<file path="src/rtl/mvu_pkg.sv">
// Shared MVU types: weight modes, pipeline sideband and the per-lane product.
// Latency: n/a (types and a pure function only).
// Backpressure: n/a.
package mvu_pkg;

  // How a lane's 1-bit weight maps onto its data value.
  typedef enum logic [1:0] {
    MODE_PM1 = 2'b00,  // W ? -D : +D
    MODE_P1  = 2'b01,  // W ? +D : 0
    MODE_M1  = 2'b10,  // W ? -D : 0
    MODE_OFF = 2'b11   // 0
  } wmode_e;

  // Per-beat control that travels with the data down the tree.
  typedef struct packed {
    logic vld;
    logic first;
    logic shl;
    logic neg;
    logic last;
  } sb_t;

  // Working width of lane_prod; callers sign-extend in and truncate out.
  localparam int PW = 32;

  function automatic logic signed [PW-1:0] lane_prod(input logic w,
                                                     input logic signed [PW-1:0] d,
                                                     input wmode_e m);
    case (m)
      MODE_PM1: return w ? -d : d;
      MODE_P1:  return w ? d : '0;
      MODE_M1:  return w ? -d : '0;
      default:  return '0;
    endcase
  endfunction

endpackage

</file>
<file path="src/rtl/dotp_tree_pipe.sv">
// Lane products plus registered pairwise adder tree; sideband delayed in lockstep.
// Latency: 1 (product reg) + ceil(clog2(N)/PIPE_LV) cycles.
// Backpressure: every register holds while en is low.
// Ports: clk, rst_n; en (global advance); w/d/mode operands; sb_in sideband;
//        dot (signed, DW+1+clog2(N) bits) and sb_out aligned with it.
module dotp_tree_pipe
  import mvu_pkg::*;
#(
  parameter int N       = 64,
  parameter int DW      = 2,
  parameter int PIPE_LV = 2
) (
  input  logic                        clk,
  input  logic                        rst_n,
  input  logic                        en,
  input  logic [N-1:0]                w,
  input  logic [DW*N-1:0]             d,
  input  logic [1:0]                  mode,
  input  sb_t                         sb_in,
  output logic signed [DW+$clog2(N):0] dot,
  output sb_t                         sb_out
);

  localparam int L  = $clog2(N);
  localparam int SW = DW + 1 + L;
  localparam int NP = 1 << L;

  // Lanes padded to a power of two with zero data; padded lanes contribute 0
  // in every mode. Pairing (2j, 2j+1) per level makes the top split exactly
  // lanes [0, NP/2) versus [NP/2, N).
  logic [NP-1:0]    wp;
  logic [DW*NP-1:0] dp;
  assign wp = NP'(w);
  assign dp = (DW*NP)'(d);

  for (genvar k = 0; k <= L; k++) begin : g_lvl
    localparam int CNT = NP >> k;
    // Level 0 is the product register; afterwards a register every PIPE_LV
    // levels and always at the root so the accumulator sees a registered dot.
    localparam bit REG = (k == 0) || ((k % PIPE_LV) == 0) || (k == L);

    logic signed [SW-1:0] v [CNT];
    sb_t                  sb;

    if (k == 0) begin : g_prod
      always_ff @(posedge clk or negedge rst_n) begin
        if (!rst_n) begin
          for (int j = 0; j < CNT; j++) v[j] <= '0;
          sb <= '0;
        end else if (en) begin
          for (int j = 0; j < CNT; j++)
            v[j] <= SW'(lane_prod(wp[j], PW'(signed'(dp[DW*j +: DW])), wmode_e'(mode)));
          sb <= sb_in;
        end
      end
    end else begin : g_add
      logic signed [SW-1:0] s [CNT];

      always_comb begin
        for (int j = 0; j < CNT; j++)
          s[j] = g_lvl[k-1].v[2*j] + g_lvl[k-1].v[2*j+1];
      end

      if (REG) begin : g_reg
        always_ff @(posedge clk or negedge rst_n) begin
          if (!rst_n) begin
            for (int j = 0; j < CNT; j++) v[j] <= '0;
            sb <= '0;
          end else if (en) begin
            for (int j = 0; j < CNT; j++) v[j] <= s[j];
            sb <= g_lvl[k-1].sb;
          end
        end
      end else begin : g_comb
        always_comb begin
          for (int j = 0; j < CNT; j++) v[j] = s[j];
          sb = g_lvl[k-1].sb;
        end
      end
    end
  end

  assign dot    = g_lvl[L].v[0];
  assign sb_out = g_lvl[L].sb;

endmodule

</file>
<file path="src/rtl/dotp_acc_pipe.sv">
// Pipelined binary-weight dot product folded into a bit-serial accumulator.
// Latency: 2 + ceil(clog2(N)/PIPE_LV) cycles from last-beat acceptance to out_valid.
// Backpressure: in_ready = !(out_valid & !out_ready); whole pipe freezes while low.
// Ports: clk, rst_n; in_valid/in_ready with in_w, in_d, in_mode, in_first,
//        in_shl, in_neg, in_last; out_valid/out_ready with out_data (signed).
// Build option DOTP_ACC_SAT_EN: saturating accumulator plus sticky out_sat port.
module dotp_acc_pipe
  import mvu_pkg::*;
#(
  parameter int N       = 64,
  parameter int DW      = 2,
  parameter int ACC_W   = 32,
  parameter int PIPE_LV = 2
) (
  input  logic                    clk,
  input  logic                    rst_n,
  input  logic                    in_valid,
  output logic                    in_ready,
  input  logic [N-1:0]            in_w,
  input  logic [DW*N-1:0]         in_d,
  input  logic [1:0]              in_mode,
  input  logic                    in_first,
  input  logic                    in_shl,
  input  logic                    in_neg,
  input  logic                    in_last,
  output logic                    out_valid,
  input  logic                    out_ready,
  output logic signed [ACC_W-1:0] out_data
`ifdef DOTP_ACC_SAT_EN
  ,
  output logic                    out_sat
`endif
);

  localparam int SW = DW + 1 + $clog2(N);

  logic                    en;
  sb_t                     sb_in;
  sb_t                     tsb;
  logic signed [SW-1:0]    dot;
  logic signed [ACC_W-1:0] acc;
  logic signed [ACC_W-1:0] acc_nxt;

  // A held, unconsumed result is the only stall source.
  assign in_ready = !(out_valid && !out_ready);
  assign en       = in_ready;

  assign sb_in = '{vld: in_valid, first: in_first, shl: in_shl, neg: in_neg, last: in_last};

  dotp_tree_pipe #(
    .N       (N),
    .DW      (DW),
    .PIPE_LV (PIPE_LV)
  ) u_tree (
    .clk    (clk),
    .rst_n  (rst_n),
    .en     (en),
    .w      (in_w),
    .d      (in_d),
    .mode   (in_mode),
    .sb_in  (sb_in),
    .dot    (dot),
    .sb_out (tsb)
  );

`ifdef DOTP_ACC_SAT_EN
  // Two guard bits above the wider of acc/dot so shift and add never wrap
  // before clipping.
  localparam int EW = ((ACC_W > SW) ? ACC_W : SW) + 2;
  localparam logic signed [EW-1:0] MAXV = {{(EW-ACC_W+1){1'b0}}, {(ACC_W-1){1'b1}}};
  localparam logic signed [EW-1:0] MINV = {{(EW-ACC_W+1){1'b1}}, {(ACC_W-1){1'b0}}};

  function automatic logic signed [ACC_W-1:0] clip(input logic signed [EW-1:0] x);
    if (x > MAXV)      return MAXV[ACC_W-1:0];
    else if (x < MINV) return MINV[ACC_W-1:0];
    else               return x[ACC_W-1:0];
  endfunction

  logic signed [EW-1:0]    dot_x, term_x, base_x, sum_x;
  logic signed [ACC_W-1:0] base_s;
  logic                    ovf;
  logic                    sat_run;
  logic                    sat_nxt;

  // Shift and add clip separately, so an overflowing shift is flagged even
  // if the following add would have pulled the value back into range.
  always_comb begin
    dot_x  = EW'(dot);
    base_x = '0;
    if (!tsb.first) base_x = tsb.shl ? (EW'(acc) <<< 1) : EW'(acc);
    base_s  = clip(base_x);
    term_x  = tsb.neg ? -dot_x : dot_x;
    sum_x   = EW'(base_s) + term_x;
    acc_nxt = clip(sum_x);
    ovf     = (EW'(base_s) != base_x) || (EW'(acc_nxt) != sum_x);
    sat_nxt = (tsb.first ? 1'b0 : sat_run) | ovf;
  end
`else
  logic signed [ACC_W-1:0] dot_a, term_a, base_a;

  always_comb begin
    dot_a  = ACC_W'(dot);
    base_a = '0;
    if (!tsb.first) base_a = tsb.shl ? (acc <<< 1) : acc;
    term_a  = tsb.neg ? -dot_a : dot_a;
    acc_nxt = base_a + term_a;
  end
`endif

  always_ff @(posedge clk or negedge rst_n) begin
    if (!rst_n) begin
      acc       <= '0;
      out_valid <= 1'b0;
      out_data  <= '0;
`ifdef DOTP_ACC_SAT_EN
      sat_run   <= 1'b0;
      out_sat   <= 1'b0;
`endif
    end else if (en) begin
      if (tsb.vld) begin
        acc <= acc_nxt;
`ifdef DOTP_ACC_SAT_EN
        sat_run <= sat_nxt;
`endif
      end
      // en high means out_valid is low or being consumed this cycle.
      if (tsb.vld && tsb.last) begin
        out_valid <= 1'b1;
        out_data  <= acc_nxt;
`ifdef DOTP_ACC_SAT_EN
        out_sat   <= sat_nxt;
`endif
      end else if (out_ready) begin
        out_valid <= 1'b0;
      end
    end
  end

endmodule
</file>
<file path="config.mk">
export PLATFORM = sky130hd
export DESIGN_NAME = dotp_acc_pipe
export DESIGN_NICKNAME = d
export VERILOG_FILES = /design/src/rtl/mvu_pkg.sv /design/src/rtl/dotp_tree_pipe.sv /design/src/rtl/dotp_acc_pipe.sv
export SDC_FILE = /design/constraint.sdc
export NUM_CORES = 2
export LEC_CHECK = 0
export CORE_AREA = 8 8 280 282
export DETAILED_ROUTE_END_ITERATION = 8
export DIE_AREA = 0 0 288 290
export PLACE_DENSITY = 0.72
export SLEW_MARGIN = 40
export SYNTH_ARGS = -nofsm -noshare
export SYNTH_HDL_FRONTEND = slang
export SYNTH_SLANG_ARGS = --single-unit
</file>
<file path="constraint.sdc">
create_clock -name clk -period 3.68 [get_ports clk]
set_input_delay 0.736 -clock clk [delete_from_list [all_inputs] [get_ports clk]]
set_output_delay 0.736 -clock clk [all_outputs]
set_load 0.005 [all_outputs]
</file>
# Word level (Yosys, flattened, before mapping)
# Cells that the tools add are included.
dict set report op_classes {
  addsub 193
  multipliers 0
  div 0
  n_lt_le_gt_ge 0
  n_eq_ne 2
  shift 0
  mux 261
  bitwise 1
  n_reduce_logical 9
}
# op count
set ops {}
lappend ops {{two-way mux 9 bit} 192}
lappend ops {{case mux 9 bit (3 select lines)} 64}
lappend ops {{negation 2 -> 9 bit} 64}
lappend ops {{negation 9 bit} 64}
lappend ops {{adder 9 bit} 63}
lappend ops {{two-way mux 32 bit} 3}
lappend ops {{adder 32 bit} 1}
lappend ops {{negation 9 -> 32 bit} 1}
lappend ops {{AND reduction 2 bit} 3}
lappend ops {{equality test 2 x 1 -> 1 bit (second input constant)} 1}
lappend ops {{equality test 2 bit (second input constant)} 1}
lappend ops {{logical AND 1 bit} 2}
lappend ops {{logical NOT 1 bit} 2}
lappend ops {{logical NOT 2 bit} 1}
lappend ops {{two-way mux 1 bit} 2}
lappend ops {{nonzero test 2 bit} 1}
lappend ops {{inverter 1 bit} 1}
dict set report totals {
  reg_bits 850
  latchBits 0
  ramBits 0
  mem_bits_ro 0
  output_inout_bits 34
  word_cells 574
  memories 0
}

# Longest topological paths before layout
dict set report logic_depth {
  depth_word 4
  depth_mapped 17
  depth_no_buf 16
}

# By module
# A second synthesis with hierarchy kept.
dict set report unflattened {
  hier_cells 4199
  area_unflattened_um2 39325.2
}
# module n_inst cells_per_inst area_each_um2 seq_area_each_um2
set modules_own_cells {}
lappend modules_own_cells {dotp_tree_pipe 1 3535 34016.4 11611.1}
lappend modules_own_cells {dotp_acc_pipe 1 664 5308.8 1626.6}

# Worst setup path after synthesis
# No wires, ideal clock.
dict set report synth_path {
  kind {reg2reg}
  start {reg u_tree.g_lvl[6].v (netlist bit u_tree.dot[5])}
  end {reg acc[30]}
  arrival_ps 3601
  t_required_ps 3550
  setup_slack_ps -50
  path_stages_with_launch 15
  synth_period_minus_slack_ps 3730
  cell_sequence {dfrtp_1 -> or4_1 -> or2_2 -> or3_1 -> ha_1 -> a21oi_1 -> ha_1 -> buf_6 -> a21o_1 -> a31o_1 -> a2111oi_2 -> nor3_1 -> a211oi_2 -> xor2_1 -> o21ai_1}
}
dict set report synth_between {
  elab_chain_len 3
}
# item line_no
set synth_lines {}
lappend synth_lines {{start, declared} dotp_tree_pipe.sv:42} ;# logic signed [SW-1:0] v [CNT];
lappend synth_lines {{negation 9 -> 32 bit} dotp_acc_pipe.sv:105} ;# term_a = tsb.neg ? -dot_a : dot_a;
lappend synth_lines {{two-way mux 32 bit (*)} dotp_acc_pipe.sv:105}
lappend synth_lines {{adder 32 bit (*)} dotp_acc_pipe.sv:106} ;# acc_nxt = base_a + term_a;
lappend synth_lines {{end signal, assigned} dotp_acc_pipe.sv:121} ;# acc <= acc_nxt;
lappend synth_lines {{end, declared} dotp_acc_pipe.sv:41} ;# logic signed [ACC_W-1:0] acc;
# Mark *: on every way between the ends. The rest lies on a longest branch, timed or not.
# A chain may end at the register's enable or synchronous reset.

# Worst setup path in the final report
# Same ends and word-level chain as after synthesis.

==> flow_summary.ini <==
[run_status]
status = finished with violations
violations = negative setup slack

[clocking]
ctsLongestPathBuffers = 3
clkTransAtPathRegs_ns = 0.06
cts_buffers = 61
cts.sinks = 530
tritoncts = done
clock_latency_ns = 0.63
hold_buffers = 0
cts_root_buf = clkbuf_16
htreeDepth = 2

[cells_and_area]
num-fill-cells = 6352
mostFrequentLayoutCells = dfrtp_1, nand2_1, inv_1
area_growth_pct = 17.76
fin_util_pct = 58.57
drive_above_1_share_pct = 8.896
final_common_cell = dfrtp_1
nets = 4648

[timing]
post-route-min-period_ns = 3.715
hold_ws_ns = 0.1036
tns_ns = -0.1506
hold_violations = 0
finalClockSkew_ns = 0.02419
slew_violations = 0
setup_viol = 8
finalWorstSetupSlack_ns = -0.03488
max_slew_margin_pct = 40.00
tightest_slew_ns = 0.9001
rsz0062_at_grt = yes
final.period_utilization_pct = 100.9
fmaxAchievable_mhz = 269.2

[logic_synthesis]
syn_inst = 3670
synth_warnings = 0
syn-cell-area_um2 = 36720
seq_area_frac_synth_pct = 36.12
synth_ff_type = dfrtp_1
synth_cell_types = 66
async_reset_ff_share_pct = 100.0
synth_nets = 4399
ys_ff_latch = 530
avgSynthCellArea_um2 = 10.00
synth_edf_count = 0

[drt]
drtPass1Iterations = 5
drt_iter0_markers = 1133
wire_per_inst_um = 16.53
ant_nets = 0
post-route-drc-count = 0
vias_per_cell = 5.269
num_vias = 26020
drt-total-wl_um = 81610

[hold_path]
hold_class = primary input to async pin

[placement]
gp_congestion = 0.8610
portBuffers = 235
pre_cts_slack_ns = -0.2296
hpwl_um = 61980

[worst_setup_path]
crit_required_ns = 4.16
ff2ff_path_depth = 13
r2r-start = u_tree.dot[5]
rr_endpoint = acc[30]
critPathKind = register to register
cp_slowest_cell = or4_4
rrSetupSlack_ns = -0.03
start_kind = register
crit_path_end_kind = register
crit_top_cell = ha_4
crit_chain = or4_4 > or2_4 > or3_4 > ha_4 > a21oi_4 > ha_4 > a21o_1 > a31o_1 > a2111oi_2 > nor3_1 > a211oi_2 > xor2_1 > o21ai_1
path_max_fanout = 5
cp.arrival_ns = 4.19
max_stage_delay_ns = 0.54

[floorplan]
rows = 100
core_um2 = 73820
die_area_um2 = 83520
start_util_pct = 49.74
die_h_um = 290
die_w_um = 288
io_pins = 236

[global_route]
grt_usage_pct = 19.76
grt_max_degree = 184
antenna_found_initial = 0
grt_overflow = 0
grt_pass1_vias = 27040
grt_pass1_wl_um = 137400

[flow_run]
max-cap-violations = 0
==> cell usage after synthesis, types with 10 or more instances <==
library cell	number	area [um2]
nand2b_1	80	500.5
or2_2	13	81.33
nor2b_1	92	575.6
o41ai_1	10	87.58
fa_1	254	5085
inv_1	262	983.4
xnor2_1	142	1244
xor2_1	100	875.8
o211ai_1	117	878.3
dfrtp_1	530	13260
buf_1	15	56.30
mux2i_1	31	310.3
a21boi_0	36	270.3
nor3_1	14	70.07
nand3_1	72	360.4
ha_1	273	3416
nor2_1	207	777.0
o21ai_0	170	850.8
nand2_1	470	1764
or3_1	10	62.56
o21bai_1	15	112.6
a21oi_1	198	991.0
a31oi_1	23	143.9
mux2_2	40	450.4
o21a_1	182	1366
or4b_1	56	560.5
buf_2	12	60.06
a21o_1	34	255.2
a211o_1	11	96.34
clkbuf_1	122	457.9
==> routing by layer <==
metal  track usage (%)  share of wire, %
met1             26.96                46
met2             32.74                48
met4             5.117               2.4
met5                 0                 0
met3             3.150               3.6
==> worst max-delay path, delay by kind of cell (launching register included) <==
kind / cells / cell delay, ns
flip-flops: 1 / 0.38
AO/OA/AOI/OAI: 6 / 1.27
XOR/XNOR: 1 / 0.21
AND/OR/NAND/NOR: 4 / 1.25
adder cells (fa/ha/maj): 2 / 0.48
==> how the worst max path moves through the flow <==
stage / from / depth (start not counted) / slack, ns / to
2_1_floorplan: u_tree.dot[5] / 14 / 0.006 / acc[30]
3_3_place_gp: u_tree.dot[5] / 13 / -0.20 / out_data[22]
3_5_place_dp: u_tree.dot[5] / 13 / -0.23 / acc[22]
4_1_cts: u_tree.dot[5] / 13 / -0.02 / acc[30]
5_1_grt: u_tree.dot[5] / 13 / -0.16 / acc[30]
6_report: u_tree.dot[5] / 13 / -0.03 / acc[30]
==> flip-flops by register name (all words and copies together) (netlist names) <==
name and flops:
u_tree.dot 9, out_valid 1, u_tree.g_lvl.sb 15, u_tree.sb_out 5, out_data 32, acc 32
u_tree.g_lvl.v 436
==> cell families after synthesis <==
| group | count (synthesis) | synth area share [%] |
|---|---|---|
| multiplexers | 74 | 2.164 |
| XOR/XNOR | 242 | 5.773 |
| adder cells (fa/ha/maj) | 527 | 23.15 |
| AO/OA/AOI/OAI | 837 | 14.86 |
| buffers and inverters | 416 | 4.358 |
| flip-flops | 530 | 36.12 |
| AND/OR/NAND/NOR | 1044 | 13.57 |
==> repair_timing <==
action                                 in CTS  in global routing
setup endpoints to repair                  36                 40
buffers inserted                            0                  3
endpoints found under the hold margin       0                  0
pin swaps                                  11                 22
gates resized for setup                    33                 47
==> metrics by stage <==
step | instance area [um2] | std cells
after global placement | 40630 | 4823
final | 43240 | 4938
after floorplan | 36720 | 3670
after detailed placement | 40630 | 4823
after global routing | 43230 | 4937
after CTS | 42970 | 4933
==> area by class of cell <==
type	count	area, um2	area share (%)
clock inverters	29	341.6	0.7900
clock buffers	83	1812	4.190
flip-flops and latches	530	13260	30.67
multi-input cells	2724	22270	51.51
inverters	263	994.7	2.301
diodes	1	2.502	0.005788
repair buffers	339	3339	7.724
well taps	969	1212	2.804
Power is not shown: default switching activity piles up to over one toggle a cycle in this logic, so the estimate is an artifact.
